`config.mk`:
```
export PLATFORM = sky130hd
export DESIGN_NAME = fetch_sequencer
export DESIGN_NICKNAME = d
export VERILOG_FILES = /design/src/rtl/fetch_sequencer_pkg.sv /design/src/rtl/loader_word_assembler.sv /design/src/rtl/fetch_sequencer.sv
export SDC_FILE = /design/constraint.sdc
export NUM_CORES = 1
export LEC_CHECK = 0
export ABC_AREA = 1
export CAP_MARGIN = 5
export CORE_UTILIZATION = 49
export CTS_BUF_LIST = sky130_fd_sc_hd__clkbuf_8
export CTS_CLUSTER_DIAMETER = 50
export CTS_CLUSTER_SIZE = 12
export DETAILED_ROUTE_END_ITERATION = 10
export PLACE_DENSITY_LB_ADDON = 0.25
export SETUP_SLACK_MARGIN = 0.15
export SYNTH_ARGS = -nofsm -noshare
export SYNTH_HDL_FRONTEND = slang
export SYNTH_SLANG_ARGS = --single-unit
```
`constraint.sdc`:
```
create_clock -name i_clock -period 2.25 [get_ports i_clock]
set_input_delay 0.675 -clock i_clock [delete_from_list [all_inputs] [get_ports i_clock]]
set_output_delay 0.675 -clock i_clock [all_outputs]
set_load 0.03 [all_outputs]
```
`src/rtl/fetch_sequencer_pkg.sv`:
```
// ---------------------------------------------------------------------------
// fetch_sequencer_pkg
// Shared definitions for the MIPS fetch run-control sequencer:
//   - state_e   : sequencer FSM state encodings (also exported on o_state)
//   - cmd_e     : debug/loader front-end command codes
//   - pc_sel_e  : next-PC source select codes for instruction_fetch
//   - HALT_OPCODE : instruction word that terminates a load and stops execution
//   - clogb2()  : ceiling log2 for sizing counters from parameters
// ---------------------------------------------------------------------------
package fetch_sequencer_pkg;

    typedef enum logic [2:0] {
        StIdle = 3'd0,
        StLoad = 3'd1,
        StRun  = 3'd2,
        StStep = 3'd3,
        StHalt = 3'd4
    } state_e;

    typedef enum logic [1:0] {
        CmdNone = 2'b00,
        CmdLoad = 2'b01,
        CmdRun  = 2'b10,
        CmdStep = 2'b11
    } cmd_e;

    typedef enum logic [1:0] {
        PcSelPc4     = 2'b00,
        PcSelBranch  = 2'b01,
        PcSelJumpInm = 2'b10,
        PcSelJumpRs  = 2'b11
    } pc_sel_e;

    localparam logic [31:0] HALT_OPCODE = 32'hFFFF_FFFF;

    // Ceiling log2; clogb2(1) = 0, clogb2(4) = 2, clogb2(2048) = 11.
    function automatic int unsigned clogb2(input int unsigned value);
        int unsigned r;
        int unsigned v;
        r = 0;
        v = (value > 0) ? value - 1 : 0;
        while (v > 0) begin
            r = r + 1;
            v = v >> 1;
        end
        return r;
    endfunction

endpackage

```
`src/rtl/loader_word_assembler.sv`:
```
// ---------------------------------------------------------------------------
// loader_word_assembler
// Packs a byte-serial loader stream into instruction words, big-endian
// (first byte lands in the most significant byte).
//
// Ports:
//   i_clock       system clock
//   i_clear       synchronous clear: drops any partial word and the ready pulse
//   i_byte        loader data byte
//   i_byte_valid  i_byte qualifier (already gated to the LOAD state by the caller)
//   o_word        assembled word, stable while o_word_valid is high
//   o_word_valid  one-cycle pulse, the cycle after the final byte of a word
// ---------------------------------------------------------------------------
module loader_word_assembler
    import fetch_sequencer_pkg::*;
#(
    parameter int unsigned NB_INSTR = 32,
    parameter int unsigned NB_BYTE  = 8
) (
    input  logic                i_clock,
    input  logic                i_clear,
    input  logic [NB_BYTE-1:0]  i_byte,
    input  logic                i_byte_valid,
    output logic [NB_INSTR-1:0] o_word,
    output logic                o_word_valid
);

    localparam int unsigned N_BYTES = NB_INSTR / NB_BYTE;
    localparam int unsigned NB_IDX  = (clogb2(N_BYTES) > 0) ? clogb2(N_BYTES) : 1;

    logic [NB_INSTR-1:0] r_shift;
    logic [NB_IDX-1:0]   r_byte_idx;
    logic                r_word_valid;
    logic                w_last_byte;

    assign w_last_byte = (r_byte_idx == NB_IDX'(N_BYTES - 1));

    always_ff @(posedge i_clock) begin
        if (i_clear) begin
            r_shift      <= '0;
            r_byte_idx   <= '0;
            r_word_valid <= 1'b0;
        end else begin
            r_word_valid <= 1'b0;
            if (i_byte_valid) begin
                // Shifting left leaves the first byte of the word on top.
                r_shift <= {r_shift[NB_INSTR-NB_BYTE-1:0], i_byte};
                if (w_last_byte) begin
                    r_byte_idx   <= '0;
                    r_word_valid <= 1'b1;
                end else begin
                    r_byte_idx <= r_byte_idx + 1'b1;
                end
            end
        end
    end

    assign o_word       = r_shift;
    assign o_word_valid = r_word_valid;

endmodule

```
`src/rtl/fetch_sequencer.sv`:
```
// ---------------------------------------------------------------------------
// fetch_sequencer
// Run-control sequencer for the MIPS instruction fetch stage: loads
// instruction memory from a byte stream, gates the fetch enable for free-run
// and single-step execution, and resolves redirect priority.
//
// Ports:
//   i_clock, i_reset        clock, synchronous active-high reset
//   i_cmd, i_cmd_valid      command (00 none, 01 load, 10 run, 11 step), 1-cycle pulse
//   i_byte, i_byte_valid    loader byte stream, honoured only in LOAD
//   i_stall                 hazard-unit stall
//   i_halt_detected         decode saw the HALT opcode
//   i_jump_rs, i_jump_inm,
//   i_branch                redirect requests
//   o_imem_wr_en/addr/data  instruction memory write port
//   o_valid                 fetch-stage enable (instruction_fetch i_valid)
//   o_pc_sel                next-PC source: 00 pc+4, 01 branch, 10 jump_inm, 11 jump_rs
//   o_flush                 squash the instruction already fetched
//   o_state                 current FSM state (debug)
//   o_load_count            words written by the last completed load
// ---------------------------------------------------------------------------
module fetch_sequencer
    import fetch_sequencer_pkg::*;
#(
    parameter int unsigned NB_INSTR           = 32,
    parameter int unsigned N_ADDR             = 2048,
    parameter int unsigned LOG2_N_INSMEM_ADDR = 11,
    parameter int unsigned NB_BYTE            = 8
) (
    input  logic                          i_clock,
    input  logic                          i_reset,
    input  logic [1:0]                    i_cmd,
    input  logic                          i_cmd_valid,
    input  logic [NB_BYTE-1:0]            i_byte,
    input  logic                          i_byte_valid,
    input  logic                          i_stall,
    input  logic                          i_halt_detected,
    input  logic                          i_jump_rs,
    input  logic                          i_jump_inm,
    input  logic                          i_branch,
    output logic                          o_imem_wr_en,
    output logic [LOG2_N_INSMEM_ADDR-1:0] o_imem_addr,
    output logic [NB_INSTR-1:0]           o_imem_data,
    output logic                          o_valid,
    output logic [1:0]                    o_pc_sel,
    output logic                          o_flush,
    output logic [2:0]                    o_state,
    output logic [LOG2_N_INSMEM_ADDR:0]   o_load_count
);

    state_e                        r_state;
    logic [LOG2_N_INSMEM_ADDR-1:0] r_word_cnt;
    logic [LOG2_N_INSMEM_ADDR:0]   r_load_count;
    logic                          r_step_pending;

    logic                          w_cmd_load;
    logic                          w_cmd_run;
    logic                          w_cmd_step;
    logic                          w_enter_load;
    logic                          w_asm_clear;
    logic                          w_asm_byte_valid;
    logic [NB_INSTR-1:0]           w_word;
    logic                          w_word_valid;
    logic                          w_wr_en;
    logic                          w_last_word;
    logic [LOG2_N_INSMEM_ADDR:0]   w_cnt_plus1;
    logic                          w_step_fire;
    logic                          w_valid;
    pc_sel_e                       w_pc_sel;

    assign w_cmd_load = i_cmd_valid && (cmd_e'(i_cmd) == CmdLoad);
    assign w_cmd_run  = i_cmd_valid && (cmd_e'(i_cmd) == CmdRun);
    assign w_cmd_step = i_cmd_valid && (cmd_e'(i_cmd) == CmdStep);

    // Load is accepted only from IDLE and HALT; the assembler restarts on entry
    // so a word left half-built by an earlier stream can never leak through.
    assign w_enter_load     = w_cmd_load && ((r_state == StIdle) || (r_state == StHalt));
    assign w_asm_clear      = i_reset || w_enter_load;
    assign w_asm_byte_valid = i_byte_valid && (r_state == StLoad);

    loader_word_assembler #(
        .NB_INSTR (NB_INSTR),
        .NB_BYTE  (NB_BYTE)
    ) u_loader_word_assembler (
        .i_clock      (i_clock),
        .i_clear      (w_asm_clear),
        .i_byte       (i_byte),
        .i_byte_valid (w_asm_byte_valid),
        .o_word       (w_word),
        .o_word_valid (w_word_valid)
    );

    assign w_wr_en     = w_word_valid && (r_state == StLoad);
    assign w_cnt_plus1 = {1'b0, r_word_cnt} + (LOG2_N_INSMEM_ADDR + 1)'(1);
    // Stop on HALT or on the top word; the counter never wraps back to 0.
    assign w_last_word = (w_word == HALT_OPCODE)
                      || (r_word_cnt == LOG2_N_INSMEM_ADDR'(N_ADDR - 1));

    assign w_step_fire = (r_state == StStep) && r_step_pending && !i_stall;

    always_ff @(posedge i_clock) begin
        if (i_reset) begin
            r_state        <= StIdle;
            r_word_cnt     <= '0;
            r_load_count   <= '0;
            r_step_pending <= 1'b0;
        end else begin
            unique case (r_state)
                StIdle: begin
                    if (w_cmd_load) begin
                        r_state    <= StLoad;
                        r_word_cnt <= '0;
                    end else if (w_cmd_run) begin
                        r_state <= StRun;
                    end else if (w_cmd_step) begin
                        r_state        <= StStep;
                        r_step_pending <= 1'b1;
                    end
                end
                StLoad: begin
                    if (w_wr_en) begin
                        if (w_last_word) begin
                            r_state      <= StIdle;
                            r_load_count <= w_cnt_plus1;
                        end else begin
                            r_word_cnt <= w_cnt_plus1[LOG2_N_INSMEM_ADDR-1:0];
                        end
                    end
                end
                StRun: begin
                    if (i_halt_detected) begin
                        r_state <= StHalt;
                    end else if (w_cmd_step) begin
                        r_state        <= StStep;
                        r_step_pending <= 1'b1;
                    end
                end
                StStep: begin
                    if (i_halt_detected) begin
                        r_state        <= StHalt;
                        r_step_pending <= 1'b0;
                    end else if (w_cmd_run) begin
                        r_state        <= StRun;
                        r_step_pending <= 1'b0;
                    end else if (w_cmd_step) begin
                        // Sets a fresh request, or leaves an unfired one alone
                        // (the extra step is dropped).
                        r_step_pending <= 1'b1;
                    end else if (w_step_fire) begin
                        r_step_pending <= 1'b0;
                    end
                end
                StHalt: begin
                    if (w_cmd_load) begin
                        r_state    <= StLoad;
                        r_word_cnt <= '0;
                    end
                end
                default: begin
                    r_state        <= StIdle;
                    r_step_pending <= 1'b0;
                end
            endcase
        end
    end

    // Fetch enable must react to the stall in the same cycle, so it is decoded
    // from the registered state rather than registered itself.
    always_comb begin
        w_valid = 1'b0;
        unique case (r_state)
            StRun:   w_valid = !i_stall;
            StStep:  w_valid = w_step_fire;
            default: w_valid = 1'b0;
        endcase
    end

    always_comb begin
        w_pc_sel = PcSelPc4;
        if (i_jump_rs) begin
            w_pc_sel = PcSelJumpRs;
        end else if (i_jump_inm) begin
            w_pc_sel = PcSelJumpInm;
        end else if (i_branch) begin
            w_pc_sel = PcSelBranch;
        end
    end

    assign o_imem_wr_en = w_wr_en;
    assign o_imem_addr  = r_word_cnt;
    assign o_imem_data  = w_word;
    assign o_valid      = w_valid;
    assign o_pc_sel     = w_pc_sel;
    assign o_flush      = w_valid && (i_jump_rs || i_jump_inm || i_branch);
    assign o_state      = r_state;
    assign o_load_count = r_load_count;

endmodule

```
==> results of run 1 <==
==> where the power goes <==
group / switching (W) / internal, W / total (W)
clock: 0.000431 / 0.000562 / 0.000993
sequential: 0.0000277 / 0.00112 / 0.00115
combinational: 0.000216 / 0.000124 / 0.000340
==> area by class of cell <==
type,count,area (sq um),share of cell area
tap,72,90.1,0.0224
clock buffer,11,151,0.0377
multi-input combinational,308,1440,0.358
timing repair buffer,95,933,0.232
sequential,62,1240,0.310
clock inverter,5,48.8,0.0121
inverter,30,113,0.0280
==> timing repair <==
item                                    CTS  global route
pin swaps                                 2             1
endpoints found under the setup margin   30            22
gates cloned                              0             0
gates resized for setup                  32            22
==> layer usage <==
metal  GRT usage  up-vias  wire length, um
met5           0        -                0
met4       0.117        0              128
met3      0.0733       12              634
met2       0.406      131             3500
met1       0.304     1414             3040
li1            -     1532                -
==> cells in the final DEF, fill, tap and decap left out, types with 2 or more instances in the layout <==
| cell type | Yosys | routed |
|---|---|---|
| xnor2_1 | 2 | 2 |
| dlygate4sd2_1 | 0 | 27 |
| dfxtp_2 | 0 | 2 |
| inv_2 | 4 | 6 |
| o21ai_0 | 4 | 3 |
| buf_12 | 0 | 2 |
| nor3_1 | 3 | 2 |
| nand4_1 | 13 | 13 |
| nand3_2 | 2 | 2 |
| xor2_1 | 3 | 3 |
| clkinv_2 | 0 | 3 |
| buf_4 | 1 | 14 |
| nand2_1 | 149 | 147 |
| nor2_1 | 32 | 32 |
| nand3_1 | 28 | 28 |
| a21oi_1 | 60 | 60 |
| dfxtp_1 | 62 | 60 |
| clkdlybuf4s50_1 | 0 | 35 |
| inv_1 | 26 | 25 |
| nand2_2 | 0 | 2 |
| buf_6 | 1 | 3 |
| clkbuf_8 | 0 | 11 |
| nor2_4 | 1 | 2 |
| dlymetal6s2s_1 | 0 | 13 |
==> sequential cells by signal, summed over array words and instances (netlist names) <==
name                                  count
u_loader_word_assembler.o_word           32
o_load_count                             12
o_imem_addr                              11
o_state                                   3
u_loader_word_assembler.r_byte_idx        2
r_step_pending                            1
u_loader_word_assembler.o_word_valid      1
==> how the worst max path moves through the flow <==
stage,start,endpoint
global route,u_loader_word_assembler.o_word[24],o_imem_data[24]
CTS,i_jump_rs,o_flush
global placement,i_stall,o_flush
detailed placement,i_stall,o_flush
finish,u_loader_word_assembler.o_word[24],o_imem_data[24]
floorplan,i_stall,o_flush
==> metrics by stage <==
step                TNS [ns]  power [W]
floorplan                  0    0.00138
global placement      -0.228    0.00152
detailed placement    -0.267    0.00152
CTS                        0    0.00249
global route               0    0.00258
finish                     0    0.00248
==> kinds of logic after synthesis <==
family	share of synthesized area
adders and majority gates	0.00877
DFF	0.435
and+or+nand+nor	0.344
AOI/OAI and AO/OA	0.124
xor gates and xnor gates	0.0154
buffers and inverters	0.0733
==> results.sh, run 1 <==
export IMPL_arrival_ns=1.38
export IMPL_place_ws_ns=-0.140
export IMPL_drtIter0Drc=189
export IMPL_synth_most_common_cell="nand2_1"
export IMPL_drc=0
export IMPL_crit_family="buffers and inverters"
export IMPL_reg2reg_from="o_imem_addr[1]"
export IMPL_fin_cells=583
export IMPL_hold_start="o_load_count[9]"
export IMPL_portBuffers=81
export IMPL_routed_via_density=5.30
export IMPL_vdd_drop_max_mv=0.419
export IMPL_post_route_period_util=0.914
export IMPL_p_leak_nw=1.86
export IMPL_hold_path_class="flop to flop"
export IMPL_synth_seq_area_share=0.435
export IMPL_syn_area_sq_mm=0.00285
export IMPL_final_area_sq_mm=0.00402
export IMPL_overflow=0
export IMPL_core_area_sq_mm=0.00557
export IMPL_synth_top_area_cell="dfxtp_1"
export IMPL_syn_inst=420
export IMPL_cts_max_path_buffers=2
export IMPL_slew_headroom=0.777
export IMPL_cellPowerDensity_mw_per_mm2=619
export IMPL_antenna_found_initial=0
export IMPL_grt_usage=0.250
export IMPL_place_congestion=0.911
export IMPL_reg2reg_slack_ns=0.34
export IMPL_drt_antenna_violating_nets=0
export IMPL_fin_crit_ns=2.06
export IMPL_grt_pass1_vias=2781
export IMPL_timing_rr_end="o_imem_addr[10]"
export IMPL_path_max_fanout=3
export IMPL_finalWorstSetupSlack_ns=0.194
export IMPL_synth_common_cells="149 x nand2_1, 62 x dfxtp_1, 60 x a21oi_1"
export IMPL_grt_pass1_wl_mm=12.2
export IMPL_drt_total_wl_mm=7.31
export IMPL_area_growth_pct=40.9
export IMPL_worstMarginPinSlew_ns=0.334
export IMPL_worstRegToRegCells=10
export IMPL_vias=3089
export IMPL_drtPass1Iterations=5
export IMPL_status="complete, no violations"
export IMPL_hold_viol_final=0
export IMPL_synth_top_area_frac=0.435
export IMPL_drv_slew=0
export IMPL_drive_gt1_frac=0.106
export IMPL_setup_violations_final=0
export IMPL_dp_hpwl_mm=5.05
export IMPL_die_x_um=78.3
export IMPL_grt_max_degree=36
export IMPL_std_cell_rows=27
export IMPL_n_antenna_cell=0
export IMPL_synth_seq_cells=62
export IMPL_clock_latency_ns=0.35
export IMPL_critPathKind="flop to output port"
export IMPL_cts_root_buf="clkbuf_8"
export IMPL_syn_area_per_cell_sq_um=6.79
export IMPL_ys_types=29
export IMPL_cts_tree="built"
export IMPL_initial_core_util=0.512
export IMPL_fp_dieH_um=78.3
export IMPL_syn_num_nets=441
export IMPL_yosysWarnings=0
export IMPL_ctsHoldBuffers=0
export IMPL_n_fill_cell=472
export IMPL_cpMaxStageDelayCell="clkdlybuf4s50_1"
export IMPL_grt_setup_unrepaired="no"
export IMPL_fin_util=0.721
export IMPL_worstPathRequired_ns=1.57
export IMPL_drv_cap=0
export IMPL_cts_buffers=9
export IMPL_max_freq_mhz=486
export IMPL_synth_edf_count=0
export IMPL_min_to="o_load_count[9]"
export IMPL_cts_max_level=3
export IMPL_ios=82
export IMPL_post_cts_buffers=0
export IMPL_whs_ns=0.462
export IMPL_skew_ns=0.00905
export IMPL_slowest_delay_ns=0.68
export IMPL_critical_path_cell_chain="clkdlybuf4s50_1"
export IMPL_cts_sinks=62
export IMPL_cp_num_buf_inv=1
export IMPL_clk_pin_slew_ns=0.07
export IMPL_synthTopCellsByArea="dfxtp_1 44%, nand2_1 20%, a21oi_1 11%"
export IMPL_synth_async_reset_ratio=0
export IMPL_cp_depth=1
export IMPL_place_area_sq_mm=0.00380
export IMPL_fin_nets=527
export IMPL_place_detailed_instances=567
export IMPL_cp_end_kind="output port"
export IMPL_avgRoutedWirePerCell_um=12.5
export IMPL_holdPathStages=2
export IMPL_crit_path_start_kind="flop"
export IMPL_dieArea_sq_mm=0.00613
export IMPL_synth_flop_cell="dfxtp_1"
Note: power is estimated with default switching activity, not from simulation.
==> inputs of run 2 (changes only) <==
- PLACE_DENSITY: not set -> 0.83
- PLACE_DENSITY_LB_ADDON: 0.25 -> not set
- SKIP_CTS_REPAIR_TIMING: not set -> 1
==> run 2 against run 1 <==
Clock skew is 0.0038 ns lower. Sequential power about the same. Design area increased by 4.3%. Critical path depth unchanged. Clock power rose by 15%. Worst setup slack got worse by 0.021 ns. Power up 6.7%. Non-clock buffer count is 4 higher. Global-route usage grew 0.79 points. Die area unchanged. Hold slack got worse by 0.0016 ns. Largest cell class unchanged. Largest power group unchanged. Highest routed layer unchanged.
==> results.sh, run 2 (synthesized netlist as in run 1, its figures left out) <==
export IMPL_status="complete, no violations"
export IMPL_grt_max_degree=36
export IMPL_area_growth_pct=47.0
export IMPL_layout_common_cells="146 x nand2_1, 60 x a21oi_1, 59 x dfxtp_1, 40 x dlymetal6s2s_1, 36 x clkdlybuf4s50_1"
export IMPL_holdPathStages=2
export IMPL_cpMaxStageDelayCell="clkdlybuf4s50_1"
export IMPL_slew_headroom=0.756
export IMPL_n_antenna_cell=0
export IMPL_drtPass1Iterations=4
export IMPL_die_x_um=78.3
export IMPL_clk_pin_slew_ns=0.07
export IMPL_grt_setup_unrepaired="no"
export IMPL_routed_via_density=5.38
export IMPL_final_area_sq_mm=0.00419
export IMPL_std_cell_rows=27
export IMPL_overflow=0
export IMPL_cts_sinks=62
export IMPL_timing_rr_end="o_imem_addr[10]"
export IMPL_worstPathRequired_ns=1.57
export IMPL_crit_path_start_kind="flop"
export IMPL_core_area_sq_mm=0.00557
export IMPL_slowest_delay_ns=0.69
export IMPL_cts_tree="built"
export IMPL_worstRegToRegCells=10
export IMPL_hold_path_class="flop to flop"
export IMPL_power_frac_clock=0.430
export IMPL_critical_path_cell_chain="clkdlybuf4s50_1"
export IMPL_drtIter0Drc=252
export IMPL_combPwrFrac=0.136
export IMPL_power_net_switching_w=0.000685
export IMPL_worstMarginPinSlew_ns=0.366
export IMPL_p_int_w=0.00197
export IMPL_fin_nets=531
export IMPL_cts_root_buf="clkbuf_8"
export IMPL_setup_violations_final=0
export IMPL_final_common_cell="nand2_1"
export IMPL_grt_pass1_vias=2856
export IMPL_fp_dieH_um=78.3
export IMPL_dieArea_sq_mm=0.00613
export IMPL_cts_max_level=3
export IMPL_reg2reg_slack_ns=0.37
export IMPL_portBuffers=81
export IMPL_min_to="o_load_count[7]"
export IMPL_drv_slew=0
export IMPL_drc=0
export IMPL_hold_viol_final=0
export IMPL_post_route_period_util=0.923
export IMPL_whs_ns=0.461
export IMPL_sequentialPowerShare=0.434
export IMPL_path_max_fanout=3
export IMPL_drt_total_wl_mm=7.79
export IMPL_cts_buffers=9
export IMPL_setup_tns_ns=0
export IMPL_grt_pass1_wl_mm=12.6
export IMPL_skew_ns=0.00521
export IMPL_reg2reg_from="o_imem_addr[1]"
export IMPL_grt_usage=0.258
export IMPL_drt_antenna_violating_nets=0
export IMPL_place_detailed_instances=567
export IMPL_fin_cells=587
export IMPL_max_freq_mhz=482
export IMPL_swShare=0.258
export IMPL_vias=3159
export IMPL_initial_core_util=0.512
export IMPL_fin_crit_ns=2.08
export IMPL_critPathKind="flop to output port"
export IMPL_crit_family="buffers and inverters"
export IMPL_drv_cap=0
export IMPL_drive_gt1_frac=0.117
export IMPL_cp_end_kind="output port"
export IMPL_ios=82
export IMPL_vdd_drop_max_mv=0.381
export IMPL_cts_max_path_buffers=2
export IMPL_avgRoutedWirePerCell_um=13.3
export IMPL_antenna_found_initial=0
export IMPL_place_congestion=0.973
export IMPL_place_area_sq_mm=0.00380
export IMPL_cp_num_buf_inv=1
export IMPL_largest_reg_flops=32
export IMPL_n_fill_cell=442
export IMPL_clock_latency_ns=0.34
export IMPL_dp_hpwl_mm=5.09
export IMPL_p_leak_nw=2.24
export IMPL_cellPowerDensity_mw_per_mm2=633
export IMPL_hold_start="o_load_count[7]"
export IMPL_arrival_ns=1.40
## run 2: changes by cell type in the layout (fill, tap and decap cells not counted), moves of 2 or more
cell	delta
dlygate4sd2_1	-27
dlymetal6s2s_1	+27
buf_4	+4
clkinv_2	-2
## run 2: layer usage
metal,vias up,wire length (um),share of wire,GRT usage
li1,1537,-,-,-
met5,-,0,0,0
met3,19,544,0.070,0.0570
met4,0,196,0.025,0.146
met1,1474,3270,0.42,0.306
met2,129,3780,0.49,0.430
## run 2: final cells by class
class / count / area (sq um) / area share
multi-input cells: 308 / 1440 / 0.343
flip-flops and latches: 62 / 1240 / 0.297
repair buffers: 99 / 1070 / 0.255
clock buffers: 12 / 165 / 0.0394
inverters: 30 / 113 / 0.0269
well taps: 72 / 90.1 / 0.0215
clock inverters: 4 / 68.8 / 0.0164
## run 2: through the flow
stage	power, W	setup WS [ns]	util
floorplan	0.00138	0.154	-
global placement	0.00152	-0.128	0.681
detailed placement	0.00152	-0.153	0.681
CTS	0.00265	-0.154	0.723
global route	0.00274	0.121	0.752
finish	0.00265	0.174	0.752
## run 2: worst max path at each step
| stage | startpoint | to | slack (ns) | cells past startpoint |
|---|---|---|---|---|
| after floorplan | i_stall | o_flush | 0.15 | 4 |
| after global placement | i_stall | o_flush | -0.13 | 6 |
| after detailed placement | i_stall | o_flush | -0.15 | 6 |
| after CTS | i_stall | o_flush | -0.15 | 6 |
| after global routing | o_state[0] | o_imem_wr_en | 0.12 | 5 |
| final | u_loader_word_assembler.o_word[29] | o_imem_data[29] | 0.17 | 1 |
## run 2: power groups by stage
stage                     clock network, W  registers (W)  logic (W)
final                              0.00114        0.00115   0.000360
after global routing               0.00120        0.00115   0.000390
after CTS                          0.00115        0.00115   0.000351
after detailed placement                 0        0.00117   0.000348
after global placement                   0        0.00117   0.000342
after floorplan                          0        0.00121   0.000175
==> RTL change, RTL diff (settings of run 2) <==
The parameter `LOG2_N_INSMEM_ADDR` goes from 11 to 9.
--- a/src/rtl/fetch_sequencer.sv
+++ b/src/rtl/fetch_sequencer.sv
@@ -24,7 +24,7 @@
 #(
     parameter int unsigned NB_INSTR           = 32,
     parameter int unsigned N_ADDR             = 2048,
-    parameter int unsigned LOG2_N_INSMEM_ADDR = 11,
+    parameter int unsigned LOG2_N_INSMEM_ADDR = 9,
     parameter int unsigned NB_BYTE            = 8
 ) (
     input  logic                          i_clock,
Interface: changed (resized o_imem_addr and o_load_count); port bits go from 82 to 78. No check against the original RTL was run, so the function may have changed too.
==> RTL change against run 2 <==
- count of clock-buffer cells in the layout is 1 lower
- synthesized area decreased by 5.7%
- sequential cell count shrank 4
- worst setup slack worse by 0.042 ns
- design area is 8.2% lower
- die area is 5.6% lower
- wire length decreased by 9.6%
- total power decreased by 14%
- critical path depth grew 4
- critical endpoint is now o_flush
- largest power group unchanged
- highest routed layer unchanged
==> RTL change: results (changes against run 2) <==
[status]
status=complete, no violations

[synthesis]
ys_seq_area_frac=0.432  ; -0.00345
synth_area_per_cell_um2=6.95  ; +2.3%
synth_cell_types=32  ; +10%
synthTopCellsByCount=nand2_1, dfxtp_1, a21oi_1, nor2_1
synth-async-reset-ratio=0  ; unchanged
synth_area_leaders=dfxtp_1, nand2_1, a21oi_1
syn-num-nets=409  ; -7.3%

[worst_setup_path]
crit_arrival_ns=1.44  ; +0.04 ns
r2r_start=o_imem_addr[1]
r2r_setup_slack_ns=0.34  ; -0.03 ns
cp_slowest_cell=nor4_2
timing.rr.end=o_state[0]
max_stage_delay_ns=0.25  ; -0.44 ns
critPathMaxFanout=3  ; unchanged
critPathTopFamily=simple AND/OR/NAND/NOR gates

[power_and_ir_drop]
leakagePower_nw=1.92  ; -14%
internal_power_mw=1.64  ; -17%
vdd_drop_max_uv=377  ; -1.1%

[placed_design]
post-place-ws_ns=-0.166  ; -0.0128 ns
io_buffers=77  ; -4.9%
placed_area_mm2=0.00354  ; -6.6%
place_inst=527  ; -7.1%
hpwl_mm=4.78  ; -6.0%
place_congestion=0.863  ; -11%

[sta]
max_freq_ghz=0.472  ; -2.0%
worstMarginPinSlew_ns=0.437  ; +0.0709 ns
skew_ns=0.0100  ; +0.00481 ns
holdWs_ns=0.465  ; +0.00485 ns

[layout]
fin_nets=491  ; -7.5%
drive_above_1_share=0.108  ; -0.00822
n_fill_cell=415  ; -6.1%
ff_latch_area_mm2=0.00117  ; -6.2%

[detailed_routing]
vias_per_cell=5.28  ; -1.9%
wirelength_mm=7.05  ; -9.6%
dr.pass1.iters=6  ; +2
wl_per_cell_um=13.0  ; -1.9%
drtIter0Drc=204  ; -19%

[global_route]
grt_pass1_wl_mm=11.6  ; -8.0%
first_global_vias=2577  ; -9.8%
grt_usage=0.246  ; -0.0126

[clock_network]
insertion_delay_ns=0.34  ; about the same
cts_buffer_depth=2  ; unchanged

[min_path]
whs_path_depth=2  ; unchanged
hp-start=r_step_pending
whs_endpoint=r_step_pending

[RTL change: cell count changes after synthesis, sizes merged, moves of 2 or more]
cell / delta
nor4: +2
nand2: -12
inv: -4
nor2: +2
nand3: -5
a31oi: +3
nand4: -7
a21oi: -6
clkbuf: -7
dfxtp: -4
buf: +4
[RTL change: layout make-up]
| class | instances | share of cell area |
|---|---|---|
| Multi-Input combinational cell | 285 | 0.358 |
| Timing Repair Buffer | 88 | 0.248 |
| Clock buffer | 11 | 0.0393 |
| Inverter | 27 | 0.0263 |
| Sequential cell | 58 | 0.303 |
| Clock inverter | 2 | 0.00195 |
| Tap cell | 70 | 0.0228 |
[RTL change: layer usage]
metal	vias to the layer above	track usage	wire length (um)
met5	-	0	0
met4	0	0.0808	79
met3	9	0.0719	454
met2	93	0.418	3440
met1	1336	0.296	3070
li1	1419	-	-
[RTL change: logic make-up (layout without fill, tap and decap cells)]
kind of cell    count (synthesis)  in the layout  share of synthesized area
xor+xnor                        3              3                    0.00977
simple gates                  212            212                      0.338
fa+ha+maj                       3              3                     0.0140
compound gates                 67             67                      0.130
flops                          58             58                      0.432
buf+inv                        44            128                     0.0768
[RTL change: power by group through the flow]
stage / combinational (mW) / sequential [mW] / clock (mW)
2_1_floorplan: 0.204 / 1.14 / 0
3_3_place_gp: 0.371 / 1.11 / 0
3_5_place_dp: 0.379 / 1.11 / 0
4_1_cts: 0.382 / 1.09 / 0.802
5_1_grt: 0.427 / 1.09 / 0.857
6_report: 0.387 / 1.09 / 0.799
[RTL change: worst max path at each step]
stage	depth (start not counted)	end	from
2_1_floorplan	2	o_pc_sel[0]	i_branch
3_3_place_gp	5	o_flush	i_stall
3_5_place_dp	5	o_flush	i_stall
4_1_cts	5	o_flush	i_stall
5_1_grt	5	o_flush	i_stall
6_report	5	o_flush	i_stall
